$ cat src/rtl/hardsigmoid_rr_scheduler.sv
// Round-robin scheduler sharing one pipelined HardSigmoid unit among NUM_REQ requesters,
// with bounded bursts, a LAT-deep result tag pipeline, flush/drain and a sticky protocol flag.
module hardsigmoid_rr_scheduler #(
   parameter int NUM_REQ   = 4,
   parameter int DW        = 32,
   parameter int LAT       = 3,
   parameter int MAX_BURST = 4
) (
   input  logic                  clk,
   input  logic                  rst,
   input  logic [NUM_REQ-1:0]    req_valid,
   output logic [NUM_REQ-1:0]    req_ready,
   input  logic [NUM_REQ*DW-1:0] req_data,
   output logic [NUM_REQ-1:0]    rsp_valid,
   output logic [DW-1:0]         rsp_data,
   output logic                  hs_valid_in,
   output logic [DW-1:0]         hs_input_data,
   input  logic                  hs_valid_out,
   input  logic [DW-1:0]         hs_output_data,
   input  logic                  flush_req,
   output logic                  flush_done,
   output logic                  busy,
   output logic                  proto_err,
   output logic [1:0]            dbg_state
);

   // Handshake: a beat moves when req_valid[i] & req_ready[i] on a rising edge; ready is
   // only ever raised toward a requester whose valid is already high, and responses have no
   // backpressure (rsp_valid is a one-cycle strobe the owner must take).

   localparam int IW = (NUM_REQ > 1) ? $clog2(NUM_REQ) : 1;
   localparam int CW = $clog2(MAX_BURST + 1);
   localparam int FW = $clog2(LAT + 1);
   localparam logic [CW-1:0] BURST_MAX = CW'(MAX_BURST);
   localparam logic [IW-1:0] LAST_ID   = IW'(NUM_REQ - 1);

   typedef enum logic [1:0] {
      S_IDLE  = 2'd0,
      S_ISSUE = 2'd1,
      S_FLUSH = 2'd2
   } state_e;

   state_e          state_q, state_d;
   logic [IW-1:0]   rr_ptr_q, rr_ptr_d;
   logic [IW-1:0]   owner_q, owner_d;
   logic            own_q, own_d;
   logic [CW-1:0]   burst_q, burst_d;
   logic [FW-1:0]   inflight_q, inflight_d;
   logic [LAT-1:0]  tag_v_q;
   logic [IW-1:0]   tag_id_q [LAT];
   logic            proto_err_q;

   logic            grant_vld;
   logic [IW-1:0]   grant_id;
   logic            hold;
   logic [IW-1:0]   cand;
   logic            retire;

   function automatic logic [IW-1:0] next_id(input logic [IW-1:0] id);
      return (id == LAST_ID) ? '0 : id + 1'b1;
   endfunction

   assign retire = tag_v_q[LAT-1];

   always_comb begin
      state_d   = state_q;
      rr_ptr_d  = rr_ptr_q;
      owner_d   = owner_q;
      own_d     = own_q;
      burst_d   = burst_q;
      grant_vld = 1'b0;
      grant_id  = '0;
      hold      = 1'b0;
      cand      = rr_ptr_q;
      case (state_q)
         S_IDLE: begin
            if (flush_req)       state_d = S_FLUSH;
            else if (|req_valid) state_d = S_ISSUE;
         end
         S_ISSUE: begin
            if (flush_req) begin
               state_d = S_FLUSH;
               own_d   = 1'b0;
               burst_d = '0;
               if (own_q) rr_ptr_d = next_id(owner_q);
            end else begin
               hold = own_q && req_valid[owner_q] && (burst_q < BURST_MAX);
               if (hold) begin
                  grant_vld = 1'b1;
                  grant_id  = owner_q;
                  burst_d   = burst_q + 1'b1;
               end else begin
                  // Releasing owner hands the pointer on and a successor is picked this cycle.
                  if (own_q) begin
                     cand     = next_id(owner_q);
                     rr_ptr_d = next_id(owner_q);
                  end
                  for (int k = 0; k < NUM_REQ; k++) begin
                     if (!grant_vld && req_valid[cand]) begin
                        grant_vld = 1'b1;
                        grant_id  = cand;
                     end
                     cand = next_id(cand);
                  end
                  if (grant_vld) begin
                     own_d   = 1'b1;
                     owner_d = grant_id;
                     burst_d = CW'(1);
                  end else begin
                     own_d   = 1'b0;
                     burst_d = '0;
                     state_d = S_IDLE;
                  end
               end
            end
         end
         S_FLUSH: begin
            if (!flush_req && (inflight_q == '0)) state_d = S_IDLE;
         end
         default: state_d = S_IDLE;
      endcase
   end

   always_comb begin
      inflight_d = inflight_q;
      if (grant_vld && !retire)      inflight_d = inflight_q + 1'b1;
      else if (!grant_vld && retire) inflight_d = inflight_q - 1'b1;
   end

   always_comb begin
      req_ready = '0;
      rsp_valid = '0;
      for (int i = 0; i < NUM_REQ; i++) begin
         req_ready[i] = grant_vld && (grant_id == IW'(i));
         rsp_valid[i] = retire && (tag_id_q[LAT-1] == IW'(i));
      end
   end

   assign hs_valid_in   = grant_vld;
   assign hs_input_data = grant_vld ? req_data[grant_id*DW +: DW] : '0;
   assign rsp_data      = retire ? hs_output_data : '0;
   assign flush_done    = (state_q == S_FLUSH) && (inflight_q == '0);
   assign busy          = (inflight_q != '0) || (state_q != S_IDLE);
   assign proto_err     = proto_err_q;
   assign dbg_state     = state_q;

   always_ff @(posedge clk or posedge rst) begin
      if (rst) begin
         state_q     <= S_IDLE;
         rr_ptr_q    <= '0;
         owner_q     <= '0;
         own_q       <= 1'b0;
         burst_q     <= '0;
         inflight_q  <= '0;
         tag_v_q     <= '0;
         proto_err_q <= 1'b0;
         for (int k = 0; k < LAT; k++) tag_id_q[k] <= '0;
      end else begin
         state_q    <= state_d;
         rr_ptr_q   <= rr_ptr_d;
         owner_q    <= owner_d;
         own_q      <= own_d;
         burst_q    <= burst_d;
         inflight_q <= inflight_d;
         tag_v_q[0]  <= grant_vld;
         tag_id_q[0] <= grant_id;
         for (int k = 1; k < LAT; k++) begin
            tag_v_q[k]  <= tag_v_q[k-1];
            tag_id_q[k] <= tag_id_q[k-1];
         end
         // The shared unit must agree with our tag record on every retire slot.
         if (hs_valid_out != retire) proto_err_q <= 1'b1;
      end
   end

endmodule

$ cat config.mk
export PLATFORM = sky130hd
export DESIGN_NAME = hardsigmoid_rr_scheduler
export DESIGN_NICKNAME = d
export VERILOG_FILES = /design/src/rtl/hardsigmoid_rr_scheduler.sv
export SDC_FILE = /design/constraint.sdc
export NUM_CORES = 1
export LEC_CHECK = 0
export BUFFER_PORTS_ARGS = -buffer_cell sky130_fd_sc_hd__clkbuf_2
export CORE_AREA = 2 2 94 96
export DETAILED_ROUTE_END_ITERATION = 10
export DIE_AREA = 0 0 96 98
export PLACE_DENSITY = 0.64
export SYNTH_ARGS = -nofsm -noshare
export SYNTH_HDL_FRONTEND = slang
export SYNTH_SLANG_ARGS = --single-unit
$ cat constraint.sdc
create_clock -name clk -period 3.2 [get_ports clk]
set_input_delay 0.32 -clock clk [delete_from_list [all_inputs] [get_ports clk]]
set_output_delay 0.32 -clock clk [all_outputs]
set_load 0.05 [all_outputs]
==> implementation parameters <==
Parameter                              Value

Route
  Via count ... 3,091
  Number of violations reported at the end of detailed-routing iteration 0 ... 107
  Vias per Instance ... 5.010
  Average detailed-routed wire length per instance ... approximately 16 µm
  Detailed-routing iteration count for the pre-antenna-repair pass ... 4
  Wire length reported by the detailed router ... 9592 µm
  Post-route DRC ... 0
  Antenna-violating nets left ... 0

Yosys
  Summed instance area of the synthesized netlist ... roughly 2400 µm²
  Main combinational cell family by area after synthesis ... multiplexers
  Synth area leader ... sky130_fd_sc_hd__mux2i_1
  Main flop type after synthesis ... sky130_fd_sc_hd__dfrtp_1
  Register bit total from synthesis ... 22
  Share of synthesized flip-flops with an asynchronous set or reset ... 1.000
  Post-synth cell types ... 44
  Number of flops mapped to enable cells by yosys ... 0
  Top area cells in the synthesized netlist ... sky130_fd_sc_hd__mux2i_1 28%, sky130_fd_sc_hd__dfrtp_1 23%, sky130_fd_sc_hd__and2_1 8.8%
  Sequential share of the synthesized area ... 0.2342
  Compound-gate portion of the synthesized area ... 0.1634
  Simple logic cell fraction of the synthesized area ... 0.2049
  Synthesized-area fraction occupied by adder cells ... 0.01597
  Syn Nets ... roughly 440
  Synthesized instance count ... 270
  Top-area cell type share of the netlist area ... 0.2810
  Mux cell area share after synthesis ... 0.2954
  XOR/XNOR share of the synthesized area ... 0.01490
  Avg Synthesized Cell Area ... 8.707 µm²
  YS warnings ... 0

GRT
  Global-route wire length before repair ... 13,520 µm
  Vias in the first global route ... 2,911
  Initial antenna violation count ... 0
  Overall global routing resource usage ... 0.1792
  Largest net degree at the start of global routing ... 34
  GR Overflow Total ... 0

Layout
  Post-route cell area ... 4089 µm²
  Area added between synthesis and finish ... 73.92%
  Filler Cells Inserted ... roughly 830
  Nets@finish ... around 700
  Fraction of layout cells with a size suffix above 1 ... 0.5501
  Diodes inserted ... 0
  Utilization after layout ... 0.4830

Floorplan
  Core Footprint ... 8466 µm²
  I/O pin count ... 246
  Die Height ... 98 µm
  Row count ... 34
  Total Die Area ... 9408 µm²
  Die span in x ... 96 µm
  Starting utilization of the core area ... 0.2777

Clock tree
  Clock tree buffer depth ... 2
  Number of sinks driven by the clock tree ... 22
  Clock insertion delay at the later pin of the skew report ... 0.26 ns
  Number of buffers created by CTS ... 3
  Clock tree root buffer cell ... sky130_fd_sc_hd__clkbuf_8
  Clock transition at path regs ... about 0.07 ns
  CTS tree ... done
  Number of levels the H-tree was split into ... 1

Timing
  Fin crit share ... 0.9628
  Clock Skew ... 0.001347 ns
  Max_slew headroom ... 0.4725
  Worst hold margin ... ~0.18 ns
  Highest clock rate ... 324.6 MHz
  Slew Viols, Final ... 0
  Finish-stage setup viols ... 0
  TNS Setup ... 0 ns
  Pin slew with the least headroom to its limit ... 0.7904 ns
  Final Hold Viols ... 0
  Period minus WS final ... between 3 and 4 ns

Placed design
  DPL Wire Length ... 7505 µm
  Quantity of I/O buffers inserted on ports ... around 250
  Total placed instance area ... 3816 µm²
  Placer Congestion ... 0.9251

Power and ir drop
  Pwr/cell area ... 730.5 nW/µm²
  Leakage component of the power ... 2.246 nW
  Worst supply voltage drop on vdd ... 0.4254 mV

Min path
  Worst min path class ... in2async

Worst setup path
  Largest fanout of any net on the critical path ... 16
  Worst path required time ... 2.88 ns
  CP Data Arrival Time ... 2.76 ns
  Category of the worst setup path capture point ... primary output
  Worst setup path category ... reg2out
  Crit path launch type ... register

Job
  Total of max-cap violations ... 0

Run status
  Status ... finished, final reports clean
## critical path, stage by stage, from the launching register on
cell and delay, ns:
sky130_fd_sc_hd__dfrtp_1 0.46, sky130_fd_sc_hd__ha_4 0.20, sky130_fd_sc_hd__o21ai_0 0.30, sky130_fd_sc_hd__a32oi_2 0.13, sky130_fd_sc_hd__a221oi_4 0.34, sky130_fd_sc_hd__o22ai_4 0.13, sky130_fd_sc_hd__buf_12 0.15, sky130_fd_sc_hd__clkbuf_16 0.19
sky130_fd_sc_hd__mux2i_1 0.14, sky130_fd_sc_hd__o22ai_1 0.26, sky130_fd_sc_hd__buf_12 0.18
## power by group
part	internal [mW]	switching [mW]	total [mW]
combinational	1.11	1.21	2.32
clock	0.110	0.0860	0.196
sequential	0.357	0.117	0.474
total	1.58	1.41	2.99
## flip-flops by register name (all words and copies together) (netlist names)
name and cells:
burst_q 3, dbg_state 2, inflight_q 2, own_q 1, owner_q 2, proto_err 1, rr_ptr_q 2, tag_id_q 6
tag_v_q 3
## cell families after synthesis
kind of cell,after synthesis
simple gates,87
mux,69
compound gates,56
buf+inv,29
flops,22
xor+xnor,4
fa+ha+maj,3
## through the flow
stage	total power [mW]	setup WS (ns)	cells
final	2.987	0.1191	617
after global placement	2.309	0.2068	607
after CTS	2.684	-0.02911	612
after floorplan	2.023	0.003288	270
after detailed placement	2.352	0.1303	607
after global routing	3.173	-0.03116	617
## routing by layer
layer,GRT usage,routed length (µm)
met1,0.1958,3425
met2,0.3456,5114
met3,0.03781,825
met4,0.03516,227
met5,0,0
## area by class of cell
type / count / area [µm²] / share of cell area
multi-input cells: 219 / 1743 / 0.4263
inverters: 7 / 26.28 / 0.006426
repair buffers: 257 / 1578 / 0.3859
well taps: 108 / 135.1 / 0.03305
flip-flops and latches: 22 / 551.8 / 0.1349
clock buffers: 4 / 55.05 / 0.01346
## cell usage in the layout, fill, tap and decap left out, types with 2 or more instances in the layout
master,n
sky130_fd_sc_hd__nor3_1,4
sky130_fd_sc_hd__xor2_1,2
sky130_fd_sc_hd__nor2b_1,2
sky130_fd_sc_hd__mux2i_2,3
sky130_fd_sc_hd__clkbuf_2,216
sky130_fd_sc_hd__nor3b_1,2
sky130_fd_sc_hd__nand2b_1,5
sky130_fd_sc_hd__buf_2,8
sky130_fd_sc_hd__buf_12,13
sky130_fd_sc_hd__buf_4,6
sky130_fd_sc_hd__o22ai_1,29
sky130_fd_sc_hd__clkbuf_4,10
sky130_fd_sc_hd__a22o_1,3
sky130_fd_sc_hd__a21bo_1,2
sky130_fd_sc_hd__clkbuf_8,4
sky130_fd_sc_hd__and2_1,33
sky130_fd_sc_hd__mux2i_1,62
sky130_fd_sc_hd__o21ai_1,2
sky130_fd_sc_hd__inv_1,6
sky130_fd_sc_hd__dfrtp_1,21
sky130_fd_sc_hd__clkbuf_16,2
sky130_fd_sc_hd__o21ai_0,6
sky130_fd_sc_hd__xnor2_1,2
sky130_fd_sc_hd__mux2_1,2
sky130_fd_sc_hd__nand2_1,14
sky130_fd_sc_hd__nand3_1,2
sky130_fd_sc_hd__nor2_1,14
sky130_fd_sc_hd__o22ai_2,3
sky130_fd_sc_hd__ha_1,2
## final timing paths
check / cells after the start / slack (ns) / endpoint / startpoint
min in group clk: 3 / 0.30 / proto_err$_DFFE_PP0P_ / hs_valid_out
worst max-delay path: 10 / 0.12 / hs_input_data[31] / owner_q[1]$_DFFE_PP0P_
max in group asynchronous: 2 / 2.48 / own_q$_DFFE_PP0P_ / rst
worst max register to register: 8 / 1.01 / tag_id_q[5]$_DFF_PP0_ / owner_q[1]$_DFFE_PP0P_
worst min register to register: 0 / 0.35 / tag_v_q[1]$_DFF_PP0_ / tag_v_q[0]$_DFF_PP0_
worst min-delay path: 2 / 0.18 / tag_id_q[4]$_DFF_PP0_ / rst
## Yosys cell counts, types with 2 or more instances
| cell type | instances |
|---|---|
| sky130_fd_sc_hd__a21bo_1 | 2 |
| sky130_fd_sc_hd__a22o_1 | 3 |
| sky130_fd_sc_hd__and2_1 | 33 |
| sky130_fd_sc_hd__buf_2 | 5 |
| sky130_fd_sc_hd__buf_6 | 7 |
| sky130_fd_sc_hd__clkbuf_1 | 10 |
| sky130_fd_sc_hd__dfrtp_1 | 22 |
| sky130_fd_sc_hd__ha_1 | 3 |
| sky130_fd_sc_hd__inv_1 | 6 |
| sky130_fd_sc_hd__mux2_1 | 2 |
| sky130_fd_sc_hd__mux2i_1 | 66 |
| sky130_fd_sc_hd__nand2_1 | 14 |
| sky130_fd_sc_hd__nand2b_1 | 5 |
| sky130_fd_sc_hd__nand3_1 | 3 |
| sky130_fd_sc_hd__nor2_1 | 14 |
| sky130_fd_sc_hd__nor2b_1 | 2 |
| sky130_fd_sc_hd__nor3_1 | 5 |
| sky130_fd_sc_hd__nor3b_1 | 2 |
| sky130_fd_sc_hd__o21ai_0 | 6 |
| sky130_fd_sc_hd__o21ai_1 | 2 |
| sky130_fd_sc_hd__o22ai_1 | 33 |
| sky130_fd_sc_hd__xnor2_1 | 2 |
| sky130_fd_sc_hd__xor2_1 | 2 |
## what timing repair did
action	CTS	global route
endpoints found under the setup margin	36	36
pin swaps	0	3
hold buffers	0	0
cloned	1	3
setup buffers	0	2
gates resized for setup	4	43
Note: power is estimated with default switching activity, not from simulation.
